`src/rtl/nibble_descrambler.sv`:
```
// nibble_descrambler: XORs each accepted 4-bit nibble with a keystream
// nibble taken from a 4-bit Fibonacci LFSR (x^4+x^3+1). The keystream
// restarts from the stored seed at every block boundary of BLOCK_LEN nibbles.
//
// Handshake: a transfer happens on a rising edge when both valid and ready
// are high on that port. Once out_valid is raised, out_data holds stable
// until out_ready is high. in_ready never depends on in_valid.
module nibble_descrambler #(
  parameter int unsigned BLOCK_LEN = 16
) (
  input  logic       clk,
  input  logic       rst_n,
  input  logic       seed_load,
  input  logic [3:0] seed,
  input  logic       in_valid,
  input  logic [3:0] in_data,
  output logic       in_ready,
  output logic       out_valid,
  output logic [3:0] out_data,
  input  logic       out_ready,
  output logic [7:0] blk_count,
  output logic       blk_done,
  output logic       state_dbg
);

  typedef enum logic {
    IDLE = 1'b0,
    RUN  = 1'b1
  } state_t;

  localparam logic [7:0] LAST_IDX = 8'(BLOCK_LEN - 1);

  state_t     state;
  logic [3:0] s;          // current keystream nibble (LFSR state)
  logic [3:0] seed_q;     // seed kept for block restarts
  logic [3:0] seed_fixed; // seed with the all-zero lock-up value remapped
  logic [3:0] s_next;
  logic       xfer;
  logic       last;

  // A zero seed would freeze the LFSR, so it loads as 1.
  assign seed_fixed = (seed == 4'h0) ? 4'h1 : seed;
  assign s_next     = {s[2:0], s[3] ^ s[2]};

  // Input is taken only in RUN, never in a seed_load cycle, and only when
  // the output register is empty or being drained this cycle.
  assign in_ready = (state == RUN) && !seed_load && (!out_valid || out_ready);
  assign xfer     = in_valid && in_ready;
  assign last     = (blk_count == LAST_IDX);

  assign state_dbg = state;

  // State machine, keystream, block counter and output register.
  always_ff @(posedge clk or negedge rst_n) begin
    if (!rst_n) begin
      state     <= IDLE;
      s         <= 4'h1;
      seed_q    <= 4'h1;
      blk_count <= 8'd0;
      out_valid <= 1'b0;
      out_data  <= 4'h0;
      blk_done  <= 1'b0;
    end else begin
      blk_done <= 1'b0;
      if (seed_load) begin
        // Restart wins over everything; a pending output is dropped.
        state     <= RUN;
        s         <= seed_fixed;
        seed_q    <= seed_fixed;
        blk_count <= 8'd0;
        out_valid <= 1'b0;
      end else if (xfer) begin
        out_data  <= in_data ^ s;
        out_valid <= 1'b1;
        if (last) begin
          // Next block starts again from the stored seed.
          blk_count <= 8'd0;
          s         <= seed_q;
          blk_done  <= 1'b1;
        end else begin
          blk_count <= blk_count + 8'd1;
          s         <= s_next;
        end
      end else if (out_ready) begin
        out_valid <= 1'b0;
      end
    end
  end

endmodule

```
`config.mk`:
```
export PLATFORM = sky130hd
export DESIGN_NAME = nibble_descrambler
export DESIGN_NICKNAME = d
export VERILOG_FILES = /design/src/rtl/nibble_descrambler.sv
export SDC_FILE = /design/constraint.sdc
export NUM_CORES = 1
export LEC_CHECK = 0
export ABC_AREA = 1
export ABC_CLOCK_PERIOD_IN_PS = 1300
export BUFFER_PORTS_ARGS = -buffer_cell sky130_fd_sc_hd__buf_2
export CORE_MARGIN = 2
export CORE_UTILIZATION = 47
export DETAILED_ROUTE_END_ITERATION = 7
export GPL_ROUTABILITY_DRIVEN = 0
export HOLD_SLACK_MARGIN = 0.1
export PLACE_DENSITY = 0.73
export SETUP_SLACK_MARGIN = 0.1
export SYNTH_ARGS = -nofsm -noshare
export SYNTH_HDL_FRONTEND = slang
export SYNTH_SLANG_ARGS = --single-unit
```
`constraint.sdc`:
```
create_clock -name clk -period 1.3 [get_ports clk]
set_input_delay 0.195 -clock clk [delete_from_list [all_inputs] [get_ports clk]]
set_output_delay 0.195 -clock clk [all_outputs]
set_load 0.1 [all_outputs]
```
== Word level (Yosys, flattened, before mapping) ==
Cells that the tools add are included.

* Flip-flop bits (word level): 23
* Input port bits: 13
* Output and inout bits: 16
* Logic and storage cells: 35

* Add/subtract/negate cells: 1
* Eq/ne operators: 1
* Muxes and demuxes: 13
* Bitwise operators: 3
* Reduce and logical (&&, ||, !) cells: 10

{| class="wikitable"
|+ Operators with widths
! operator !! count
|-
| 8-bit two-way mux || 3
|-
| 4-bit two-way mux || 4
|-
| 8-bit by 1-bit adder with 8-bit output, second input constant || 1
|-
| 8-bit by 4-bit == test with 1-bit output, second input constant || 1
|-
| 1-bit two-way mux || 6
|-
| 4-bit logical NOT || 1
|-
| 4-bit bitwise XOR || 1
|-
| 1-bit logical AND || 3
|-
| 3-bit nonzero test || 1
|-
| 1-bit logical NOT || 2
|-
| 2-bit AND reduction || 1
|-
| 2-bit nonzero test || 1
|-
| 1-bit logical OR || 1
|-
| 1-bit NOT || 1
|-
| 1-bit bitwise XOR || 1
|}

== Longest topological paths before layout ==
* Depth after elaboration: 6
* Gate-level depth with buffers: 9
* Depth with buffers taken out: 9

== Worst setup path before layout ==
No wires, ideal clock.

* Path kind: register to output
* Start point: register state (netlist: state_dbg)
* End point: output in_ready
* Arrival time: 2.020 ns
* Slack: -0.915 ns
* Stages on the path, launching flop included: 4
* Buffers on the path: 0
* Cells stage by stage: dfrtp_1 inv_1 nor2_4 and2_1

* Cells in the longest elaborated chain, start to end: 2

{| class="wikitable"
|+ RTL lines
! item !! RTL line !! RTL
|-
| start: declaration || 33 || <nowiki>state_t state;</nowiki>
|-
| start signal: assignment || 56 || <nowiki>state <= IDLE;</nowiki>
|-
| start signal: assignment || 67 || <nowiki>state <= RUN;</nowiki>
|-
| 1-bit logical AND (2 in series) || 47 || <nowiki>assign in_ready = (state == RUN) && !seed_load && (!out_valid || out_ready);</nowiki>
|-
| end: declaration || 17 || <nowiki>output logic in_ready,</nowiki>
|}

No other way between the ends.

== Worst setup path in the final report ==
Same ends and word-level chain as after synthesis.

==> key figures <==
Clocking
  – CTS root buf: clkbuf_4
  – # clock sinks: 23
  – CTS Buf Count: 3
  – Worst skew pair latency: around 330 ps
  – CTS tree: done
  – CTS Buffer Depth: 2
  – H-tree depth: 1
  – Clock slew at reported path FFs: around 150 ps

Critical path
  – Worst setup SP type: flop
  – CP delay by family, top: flip-flops
  – Slowest cell on the critical path: dfrtp_4
  – Sum of buffers and inverters on the critical path: 2
  – Crit-path cells: inv_4 > nor2_4 > and2_4 > buf_12
  – Largest fanout on the critical path: 2
  – Critical Path RT: around 1100 ps
  – CP arrival: between 1000 and 1500 ps
  – Worst path max stage delay: 510 ps
  – CP endpoint kind: primary output
  – Setup CP Type: reg -> out

Floorplanning
  – Row count: 18
  – Die area: 3000 um2
  – Core area: about 2500 um2
  – Die height: between 50 and 60 um
  – Top-level I/O count: 29
  – Die width: about 55 um
  – Initial Util: between 40 and 50%

STA
  – Setup tns final: -1080 ps
  – Fmax: ~690 MHz
  – # setup viols final: 26
  – Worst setup margin: -144 ps
  – Worst-Margin Slew: ~530 ps
  – Slew Limit Fails: 0
  – Slew margin rel.: 64.4%
  – Clock period minus worst slack: between 1000 and 1500 ps
  – Fin. Hold Viols: 0
  – Clock skew: slightly below 6 ps
  – Fin Hold WS: between 100 and 150 ps
  – RSZ-0062 raised after global routing: true
  – Final period util: 111%

Synthesis
  – Post-synthesis cell area: 1210 um2
  – Syn Nets: ~160
  – Sequential area share after synthesis: between 40% and 50%
  – Synth Register Bits: 23
  – Synth Instances: 150
  – Synthesized area per cell: 8.07 um2
  – Distinct cells, synth: 26
  – Yosys warns: 0

Cells and area
  – Most common cell after layout, fill and taps aside: nand2_1
  – ANT cells: 0
  – Share of cells above drive strength 1: around three fifths
  – Reg area: between 600 and 700 um2
  – Fin util: around 87%
  – # fillers: 116
  – Synth-to-Final Area Change: 75.4%
  – Multi-input gate area: ~740 um2
  – Nets: ~220
  – Most frequent cells in the layout: nand2_1 (23), buf_6 (17), buf_4 (17)

Detailed routing
  – Routed vias/inst: ~5.7
  – DR vias: 1362
  – Antenna Violating Nets Remaining: 0
  – Post-DR wirelength/cell: around 19 um
  – Iter 0 DRT Violations: 46
  – DRC errors left: 0
  – Routed WL: about 4.6 mm
  – Pre-antenna DRT Iters: 6

Placed design
  – Pre-CTS WS: -32.3 ps
  – Dpl hpwl: ~2.1 mm
  – Port Buffer Count: 28

Power
  – Pwr Total: between 2 and 2.5 mW
  – Power per cell area: between 900 and 1000 nW/um2
  – Leakage: approximately 1 nW
  – Worst IR Drop VDD: between 0.0008 and 0.0009 V

Worst hold path
  – Hold/Removal Path Class: in -> reg

Global routing
  – First-pass GRT wire length: roughly 5.6 mm
  – Global route overflow: 0
  – Largest net degree at the start of global routing: 24
  – Gr usage total: 27.0%
  – Initial antenna violation count: 0
  – Vias in the first global route: 1282

Flow run
  – MaxCap Viol Count: 0

Outcome
  – Failing checks: setup timing
  – Status: finished, violations left
-- cells by family (layout without fill, tap and decap cells) --
logic type	Yosys count	in the layout	synth area share [%]
DFF	23	23	47.7
adders and majority gates	1	1	1.03
xor gates and xnor gates	6	6	4.34
buffers and inverters	25	83	9.09
and+or+nand+nor	71	72	27.4
AOI/OAI and AO/OA	24	24	10.4
-- worst reg2reg max path, delay by kind of cell, from the launching register on --
family          cells  cell delay [ps]
compound gates      1              270
flops               1              530
fa+ha+maj           1              190
simple gates        4              380
-- routing by layer --
metal / track usage (%) / up-vias / wire length, um
met1: 28.3 / 653 / 1570
met5: 0 / - / 0
li1: - / 590 / -
met4: 12.5 / 0 / 224
met2: 51.8 / 88 / 2440
met3: 3.83 / 31 / 334
-- final cells by class --
cell class / instances / share of cell area, %
Tap cell: 30 / 1.77
Multi-Input combinational cell: 103 / 34.9
Timing Repair Buffer: 58 / 28.7
Sequential cell: 23 / 29.0
Clock buffer: 3 / 1.06
Clock inverter: 1 / 0.236
Inverter: 21 / 4.42
-- stage by stage --
step | cell area, um2 | cells
3_5_place_dp | 1680 | 214
5_1_grt | 2120 | 239
6_report | 2120 | 239
2_1_floorplan | 1300 | 150
3_3_place_gp | 1680 | 214
4_1_cts | 1970 | 232
-- where the power goes --
part	switching, mW	leakage [nW]	internal [mW]
logic	0.528	0.710	0.254
registers	0.0629	0.272	0.791
clock network	0.259	0.0177	0.116
total	0.850	1.00	1.16
-- synth_stat cells, drive strengths merged --
master  instances  share of area (%)
a21oi           7                3.2
nand2          37                 12
dfrtp          21                 43
dfstp           2                4.3
nand4           1               0.52
and2            1               0.52
nand3          10                5.6
ha              1                1.0
xnor2           5                3.6
a21o            1               0.62
clkbuf          1               0.31
o21ai          16                6.6
or2             1               0.52
nor2           21                8.4
inv            21                6.5
xor2            1               0.72
buf             3                2.3
-- state kept, by name, indices dropped and copies added, names as in the netlist --
signal	cells
s	4
blk_count	8
blk_done	1
out_valid	1
out_data	4
state_dbg	1
seed_q	4
-- worst paths after layout --
kind / slack [ps] / end / from / cells after the start
hold / removal: 130 / seed_q[2] / seed[2] / 3
hold reg to reg: 550 / out_data[1] / out_data[1] / 2
setup / recovery: -140 / in_ready / state_dbg / 4
max in group asynchronous: 500 / blk_count[0] / rst_n / 2
min in group asynchronous: 410 / blk_done / rst_n / 2
setup reg to reg: -110 / s[2] / blk_count[1] / 6
-- timing repair --
item / 4_1_cts / 5_1_grt
endpoints found under the setup margin: 27 / 33
buffers inserted: 12 / 6
pin swaps: 22 / 18
gates resized for setup: 42 / 30
cloned: 1 / 1
hold endpoints to repair: 21 / 0
hold buffers: 1 / 0
Note: power is estimated with default switching activity, not from simulation.
